--- src/rtl/alu_pkg.sv ---
// Shared definitions for the Hack-style ALU pipeline: datapath width,
// control-bit positions, common control encodings and pipeline word types.
package alu_pkg;

  localparam int WORD_W = 16;

  // Bit positions inside ctrl = {zx,nx,zy,ny,f,no}
  localparam int CTRL_ZX = 5;
  localparam int CTRL_NX = 4;
  localparam int CTRL_ZY = 3;
  localparam int CTRL_NY = 2;
  localparam int CTRL_F  = 1;
  localparam int CTRL_NO = 0;

  // Frequently used control words
  localparam logic [5:0] ALU_ADD   = 6'b000010;
  localparam logic [5:0] ALU_ZERO  = 6'b101010;
  localparam logic [5:0] ALU_NEG_X = 6'b001111;
  localparam logic [5:0] ALU_AND   = 6'b000000;

  // Contents of stage 1: preprocessed operands plus the function bits
  typedef struct packed {
    logic [WORD_W-1:0] x;
    logic [WORD_W-1:0] y;
    logic              f;
    logic              no;
  } s1_word_t;

  // Signed-add overflow: operands agree in sign but the sum does not
  function automatic logic add_ovf(input logic a_msb, input logic b_msb,
                                   input logic s_msb);
    return (a_msb == b_msb) && (s_msb != a_msb);
  endfunction

endpackage

--- src/rtl/alu_pre.sv ---
// Operand preprocessing for one ALU input: optional zeroing followed by
// optional bitwise negation. Purely combinational.
module alu_pre
  import alu_pkg::*;
(
  input  logic [WORD_W-1:0] a,
  input  logic              z,
  input  logic              n,
  output logic [WORD_W-1:0] a_o
);

  logic [WORD_W-1:0] a_z;

  // Zero first, then negate, so zx+nx yields all-ones
  always_comb begin
    a_z = z ? '0 : a;
    a_o = n ? ~a_z : a_z;
  end

endmodule

--- src/rtl/or_16_way.sv ---
// 16-input OR reduction; output is high when any input bit is set.
module or_16_way (
  input  logic [15:0] in,
  output logic        out
);

  assign out = |in;

endmodule

--- src/rtl/alu_pipe_stage.sv ---
// Two-stage pipelined Hack ALU with valid/ready handshakes on both sides.
// Stage 1 holds preprocessed operands; stage 2 is the registered output
// (out/zr/ng and, when ALU_OVF_FLAG_EN is defined, ov).
//
// Handshake: a word transfers on a rising clk edge where valid && ready are
// both high; the producer keeps its word stable until it transfers, and ready
// never depends combinationally on valid of the same interface.
module alu_pipe_stage
  import alu_pkg::*;
#(
  parameter int              WIDTH     = 16,
  parameter logic [WIDTH-1:0] RESET_OUT = '0
) (
  input  logic             clk,
  input  logic             rst,
  input  logic             in_valid,
  output logic             in_ready,
  input  logic [WIDTH-1:0] x,
  input  logic [WIDTH-1:0] y,
  input  logic [5:0]       ctrl,
  output logic             out_valid,
  input  logic             out_ready,
  output logic [WIDTH-1:0] out,
  output logic             zr,
  output logic             ng
`ifdef ALU_OVF_FLAG_EN
  ,
  output logic             ov
`endif
);

  // or_16_way is fixed-width, so no other datapath width can work
  generate
    if (WIDTH != WORD_W) begin : g_width_check
      $error("alu_pipe_stage: WIDTH must be 16");
    end
  endgenerate

  // ---------------------------------------------------------------------
  // Handshake / advance control
  // ---------------------------------------------------------------------
  logic     s1_valid_q, s1_valid_d;
  logic     s2_valid_q, s2_valid_d;
  s1_word_t s1_q, s1_d;
  logic     s2_adv, s1_adv, in_acc;

  // Stage 2 can take a word when empty or when its word leaves this cycle
  always_comb begin
    s2_adv   = !s2_valid_q || out_ready;
    s1_adv   = s1_valid_q && s2_adv;
    in_ready = !rst && (!s1_valid_q || s2_adv);
    in_acc   = in_valid && in_ready;
  end

  // ---------------------------------------------------------------------
  // Stage 1: operand preprocessing in front of the register
  // ---------------------------------------------------------------------
  logic [WORD_W-1:0] x_pre, y_pre;

  alu_pre u_pre_x (
    .a   (x),
    .z   (ctrl[CTRL_ZX]),
    .n   (ctrl[CTRL_NX]),
    .a_o (x_pre)
  );

  alu_pre u_pre_y (
    .a   (y),
    .z   (ctrl[CTRL_ZY]),
    .n   (ctrl[CTRL_NY]),
    .a_o (y_pre)
  );

  // Stage 1 loads on accept, empties when its word moves into stage 2
  always_comb begin
    s1_valid_d = s1_valid_q;
    s1_d       = s1_q;
    if (in_acc) begin
      s1_valid_d = 1'b1;
      s1_d.x     = x_pre;
      s1_d.y     = y_pre;
      s1_d.f     = ctrl[CTRL_F];
      s1_d.no    = ctrl[CTRL_NO];
    end else if (s1_adv) begin
      s1_valid_d = 1'b0;
    end
  end

  // Stage 1 registers
  always_ff @(posedge clk or posedge rst) begin
    if (rst) begin
      s1_valid_q <= 1'b0;
      s1_q       <= '0;
    end else begin
      s1_valid_q <= s1_valid_d;
      s1_q       <= s1_d;
    end
  end

  // ---------------------------------------------------------------------
  // Stage 2: function, output negation and flags
  // ---------------------------------------------------------------------
  logic [WORD_W-1:0] sum, r_fn, r;
  logic              r_any;
  logic [WORD_W-1:0] out_q, out_d;
  logic              zr_q, zr_d;
  logic              ng_q, ng_d;

  // Add drops the carry; no inverts after the function is applied
  always_comb begin
    sum  = s1_q.x + s1_q.y;
    r_fn = s1_q.f ? sum : (s1_q.x & s1_q.y);
    r    = s1_q.no ? ~r_fn : r_fn;
  end

  or_16_way u_zr (
    .in  (r),
    .out (r_any)
  );

`ifdef ALU_OVF_FLAG_EN
  logic ov_q, ov_d;
  logic ov_raw;

  // Overflow is judged on the raw sum, before the no inversion
  always_comb begin
    ov_raw = s1_q.f && add_ovf(s1_q.x[WORD_W-1], s1_q.y[WORD_W-1], sum[WORD_W-1]);
  end
`endif

  // Output stage loads only when it may advance; otherwise it holds
  always_comb begin
    s2_valid_d = s2_valid_q;
    out_d      = out_q;
    zr_d       = zr_q;
    ng_d       = ng_q;
`ifdef ALU_OVF_FLAG_EN
    ov_d       = ov_q;
`endif
    if (s2_adv) begin
      s2_valid_d = s1_valid_q;
      if (s1_valid_q) begin
        out_d = r;
        zr_d  = ~r_any;
        ng_d  = r[WORD_W-1];
`ifdef ALU_OVF_FLAG_EN
        ov_d  = ov_raw;
`endif
      end
    end
  end

  // Output stage registers
  always_ff @(posedge clk or posedge rst) begin
    if (rst) begin
      s2_valid_q <= 1'b0;
      out_q      <= RESET_OUT;
      zr_q       <= 1'b0;
      ng_q       <= 1'b0;
`ifdef ALU_OVF_FLAG_EN
      ov_q       <= 1'b0;
`endif
    end else begin
      s2_valid_q <= s2_valid_d;
      out_q      <= out_d;
      zr_q       <= zr_d;
      ng_q       <= ng_d;
`ifdef ALU_OVF_FLAG_EN
      ov_q       <= ov_d;
`endif
    end
  end

  assign out_valid = s2_valid_q;
  assign out       = out_q;
  assign zr        = zr_q;
  assign ng        = ng_q;
`ifdef ALU_OVF_FLAG_EN
  assign ov        = ov_q;
`endif

endmodule

--- config.mk ---
export PLATFORM = sky130hd
export DESIGN_NAME = alu_pipe_stage
export DESIGN_NICKNAME = d
export VERILOG_FILES = /design/src/rtl/alu_pkg.sv /design/src/rtl/alu_pre.sv /design/src/rtl/or_16_way.sv /design/src/rtl/alu_pipe_stage.sv
export SDC_FILE = /design/constraint.sdc
export NUM_CORES = 1
export LEC_CHECK = 0
export ABC_AREA = 1
export ABC_CLOCK_PERIOD_IN_PS = 2700
export BUFFER_PORTS_ARGS = -buffer_cell sky130_fd_sc_hd__buf_2
export CORE_MARGIN = 2
export CORE_UTILIZATION = 25
export CTS_CLUSTER_DIAMETER = 120
export DETAILED_ROUTE_END_ITERATION = 8
export GPL_TIMING_DRIVEN = 0
export PLACE_DENSITY = 0.51
export SYNTH_ARGS = -nofsm -noshare
export SYNTH_HDL_FRONTEND = slang
export SYNTH_SLANG_ARGS = --single-unit
export TNS_END_PERCENT = 50
--- constraint.sdc ---
create_clock -name clk -period 2.7 [get_ports clk]
set_clock_uncertainty 0.15 [all_clocks]
set_input_delay 0.135 -clock clk [delete_from_list [all_inputs] [get_ports clk]]
set_output_delay 0.135 -clock clk [all_outputs]
set_load 0.005 [all_outputs]
Word-level counts from Yosys, hierarchy flattened
Cells that the tools add are included.

Register bits: 54. Word-level logic and storage cells: 34. Input port bits: 42.

Reduce and logical (&&, ||, !) cells: 11. Bitwise gates (word level): 5. $add $sub $neg: 1. Muxes and demuxes: 8.

Operator list (number): 2-to-1 mux 16 bit (6); NOT 16 bit (3); adder 16 bit (1); AND 16 bit (1); OR reduction 16 bit (1); logical AND 1 bit (3); logical NOT 1 bit (3); logical OR 1 bit (2); 2-to-1 mux 1 bit (2); AND reduction 2 bit (1); nonzero test 2 bit (1); NOT 1 bit (1).

Depth between registers and ports, before layout
Depth in word-level cells: 6. Depth in mapped cells: 16.

Hierarchy
Synthesis repeated with hierarchy kept, for this count alone.

Cell total of the unflattened synthesis: 584. Area total of the unflattened synthesis: 4244.1 µm².

Modules (own cells, without submodules): alu_pipe_stage (times used 1, area each 3389.5 µm², cells an instance 425); alu_pre (times used 2, area each 399.1 µm², cells an instance 72); or_16_way (times used 1, area each 56.3 µm², cells an instance 15).

Worst setup path after synthesis
No wires, ideal clock.

Path kind: input port to flip-flop. From: in rst. To: reg s1_q[21] (netlist name). Data required time: 2419 ps. Cell stages on the path: 8. Slack: 350 ps. Library setup time: 131 ps. Buffers on the path: 2. Arrival time: 2068 ps. Cells stage by stage: inv_1 nand2_1 inv_1 nand2_1 buf_2 clkbuf_1 nand2_1 o21ai_0.

Longest elaborated chain between the ends: 3.

RTL lines: start: declaration (line alu_pipe_stage.sv:15) `input logic rst,`; logical NOT 1 bit (no source line); logical AND 1 bit (line alu_pipe_stage.sv:51) `in_ready = !rst && (!s1_valid_q || s2_adv);`; named net in_ready (line alu_pipe_stage.sv:17) `output logic in_ready,`; logical AND 1 bit (line alu_pipe_stage.sv:52) `in_acc = in_valid && in_ready;`; end signal: assignment (line alu_pipe_stage.sv:93) `s1_q <= '0;`; end signal: assignment (line alu_pipe_stage.sv:96) `s1_q <= s1_d;`; end: declaration (line alu_pipe_stage.sv:44) `s1_word_t s1_q, s1_d;`.

The timed path passes the listed nets, and every way through them passes these cells. A chain may end at the register's enable or synchronous reset.

Worst setup path in the final report
From: reg s1_q[2] (netlist name). To: reg zr_q (netlist: zr).

Longest elaborated chain between the ends: 6.

RTL lines: adder 16 bit / AND 16 bit (equally long branches) (line alu_pipe_stage.sv:111, alu_pipe_stage.sv:112); 2-to-1 mux 16 bit (*) (line alu_pipe_stage.sv:112) `r_fn = s1_q.f ? sum : (s1_q.x & s1_q.y);`; NOT 16 bit (line alu_pipe_stage.sv:113) `r = s1_q.no ? ~r_fn : r_fn;`; 2-to-1 mux 16 bit (*) (line alu_pipe_stage.sv:113); OR reduction 16 bit (*) (line or_16_way.sv:7) `assign out = |in;`; NOT 1 bit (*) (line alu_pipe_stage.sv:144) `zr_d = ~r_any;`; end signal: assignment (line alu_pipe_stage.sv:166) `zr_q <= zr_d;`; end: declaration (line alu_pipe_stage.sv:106) `logic zr_q, zr_d;`.

Every way passes the cells marked *; elsewhere a longest branch is shown, timed or not.

==> results.sh <==
export IMPL_drive_above_1_share=0.169
export IMPL_hold_class="input port to flop"
export IMPL_hpwlAfterDp_um=8720
export IMPL_cts_root_buf="clkbuf_16"
export IMPL_die_y_um=130
export IMPL_ys_top_cells_by_area="dfrtp_1 33%, nand2_1 19%, nand3_1 9.2%"
export IMPL_critPathMostFrequentCell="nand2_1"
export IMPL_fill_cells=1755
export IMPL_seq_area_um2=1330
export IMPL_vias=3681
export IMPL_critPathLaunchType="flop"
export IMPL_criticalPathCategory="flop to flop"
export IMPL_status="finished, final reports clean"
export IMPL_grt_max_degree=34
export IMPL_ys_ff_latch=53
export IMPL_yosys_area_top_type="dfrtp_1"
export IMPL_fin_total_pwr_mw=3.31
export IMPL_drt_drc_violations_left=0
export IMPL_grt_pass1_vias=3567
export IMPL_area_growth_pct=19.5
export IMPL_syn_avg_cell_area_um2=6.85
export IMPL_cp_cell_sequence="ha_1, fa_2, nand2_1, nand2_1, nand3_2, nand2_1, nand3b_1, nand2_1, nand2_1, nand3_1, nand3_1, nand2_1, nor2_1, nand3_1, nand2_1"
export IMPL_placed_area_um2=4550
export IMPL_core_area_um2=15700
export IMPL_synthCells=579
export IMPL_worst_ep_required_time_ps=2780
export IMPL_layout_min_cycle_time_ps=2400
export IMPL_synth_warnings=0
export IMPL_post_cts_setup_buffers=0
export IMPL_cpLargestDelayFamily="simple AND/OR/NAND/NOR gates"
export IMPL_leakage_nw=2.42
export IMPL_ant_nets=0
export IMPL_multi_input_area_um2=2320
export IMPL_grt_pass1_wl_um=18100
export IMPL_num_io_pins=62
export IMPL_cts_tree="done"
export IMPL_gp_congestion=0.857
export IMPL_gr_total_overflow=0
export IMPL_drt_initial_drc_count=176
export IMPL_p_per_area_nw_per_um2=699
export IMPL_insertion_delay_ps=290
export IMPL_critPathArrivalTime_ps=2480
export IMPL_path_max_fanout=5
export IMPL_num_rows=46
export IMPL_crit_buf_inv=0
export IMPL_antenna_cells=0
export IMPL_die_w_um=130
export IMPL_finalCritPeriodShare=0.888
export IMPL_slowest_stage="fa_2"
export IMPL_final_hold_viol_count=0
export IMPL_slew_violations=0
export IMPL_synth_ff_type="dfrtp_1"
export IMPL_cp_end_kind="flop"
export IMPL_seq_area_frac_synth=0.334
export IMPL_die_area_um2=16900
export IMPL_drt_total_wl_um=10700
export IMPL_drt_pass1_iterations=7
export IMPL_grt_antenna_before_repair=0
export IMPL_clockBufferDepth=2
export IMPL_synth_cell_types=27
export IMPL_wl_per_cell_um=12.4
export IMPL_layout_common_cells="205 x nand2_1, 73 x nand3_1, 67 x buf_2"
export IMPL_yosysTopAreaCellShare=0.334
export IMPL_final_common_cell="nand2_1"
export IMPL_rrSetupSlack_ps=300
export IMPL_final_core_util=0.301
export IMPL_io_buffers=59
export IMPL_synth_edf_count=0
export IMPL_cts_buffers=5
export IMPL_maxCapViolCount=0
export IMPL_start_util=0.252
export IMPL_syn_area_um2=3970
export IMPL_syn_nets=638
export IMPL_ir_worst_vdd_v=0.000312
export IMPL_clk_pin_slew_ps=70
export IMPL_final_area_um2=4740
export IMPL_fmax_ghz=0.417
export IMPL_fin_setup_tns_ps=0
export IMPL_synthArstFlopShare=1.00
export IMPL_clkSinkCount=53
export IMPL_via_per_inst=4.25
export IMPL_slowest_delay_ps=400
export IMPL_track_usage=0.136
export IMPL_h_tree_depth=2
export IMPL_slew_headroom=0.605
export IMPL_grt_setup_unrepaired="no"
export IMPL_final_nets=709
export IMPL_worst_slew_pin_slew_ps=592
export IMPL_setup_viol=0
-- path summary, 6_finish.rpt --
path                       endpoint    start  cells past startpoint
setup / recovery                 zr  s1_q[2]                     15
min in group asynchronous  s1_q[17]      rst                      3
hold / removal              s1_q[2]     y[0]                      4
max in group asynchronous   s1_q[0]      rst                      4
setup reg to reg                 zr  s1_q[2]                     15
hold reg to reg                  zr       zr                      2
-- where the power goes --
group          internal [mW]  switching, mW
clock                  0.345          0.308
combinational          0.600          0.967
sequential             0.982          0.110
-- through the flow --
step / std cells / hold slack, ps / setup WS (ps)
finish: 867 / 55.7 / 301
global route: 867 / 87.0 / 75.0
CTS: 867 / 57.7 / 210
detailed placement: 855 / 49.5 / 232
global placement: 854 / 252 / -546
floorplan: 579 / 144 / 350
-- layer usage --
layer  wire [µm]  track usage
met1        5510        0.197
met2        4730        0.217
met3         416       0.0180
met4          85       0.0304
met5           0            0
-- area by class of cell --
cell class / instances / area share
Inverter: 51 / 0.0404
Tap cell: 216 / 0.0571
Clock inverter: 2 / 0.00317
Sequential cell: 53 / 0.280
Buffer: 25 / 0.0267
Clock buffer: 6 / 0.0272
Timing Repair Buffer: 64 / 0.0750
Multi-Input combinational cell: 450 / 0.490
-- worst min-delay path, cell delays in order --
cell and delay, ps:
buf_2 80, nand2_1 50, xor2_1 110, o21ai_0 80
-- synthesized netlist by cell type, types with 4 or more instances --
master,instances
inv_1,48
xor2_1,33
nand3_1,73
nand3_2,7
ha_1,16
a21oi_2,4
a21oi_1,7
o21ai_0,42
nand2_1,205
nand4_1,7
a31oi_1,7
nand2_2,8
nor2_2,4
nor2_1,29
dfrtp_1,53
clkbuf_1,13
buf_2,8
-- cell families after synthesis --
kind of cell	count (synthesis)	synth area share
AO/OA/AOI/OAI	61	0.0836
XOR/XNOR	33	0.0729
adder cells (fa/ha/maj)	17	0.0555
buffers and inverters	76	0.0802
flip-flops	53	0.334
AND/OR/NAND/NOR	339	0.373
-- registers in the layout (all words and copies together), names as in the netlist --
signal      flops
s1_valid_q      1
s1_q           34
out_valid       1
zr              1
out            16
-- timing repair --
item,CTS,global route
hold buffers,4,0
resized for setup,0,1
endpoints found under the hold margin,23,0
setup endpoints to repair,0,1
Note: power is estimated with default switching activity, not from simulation.
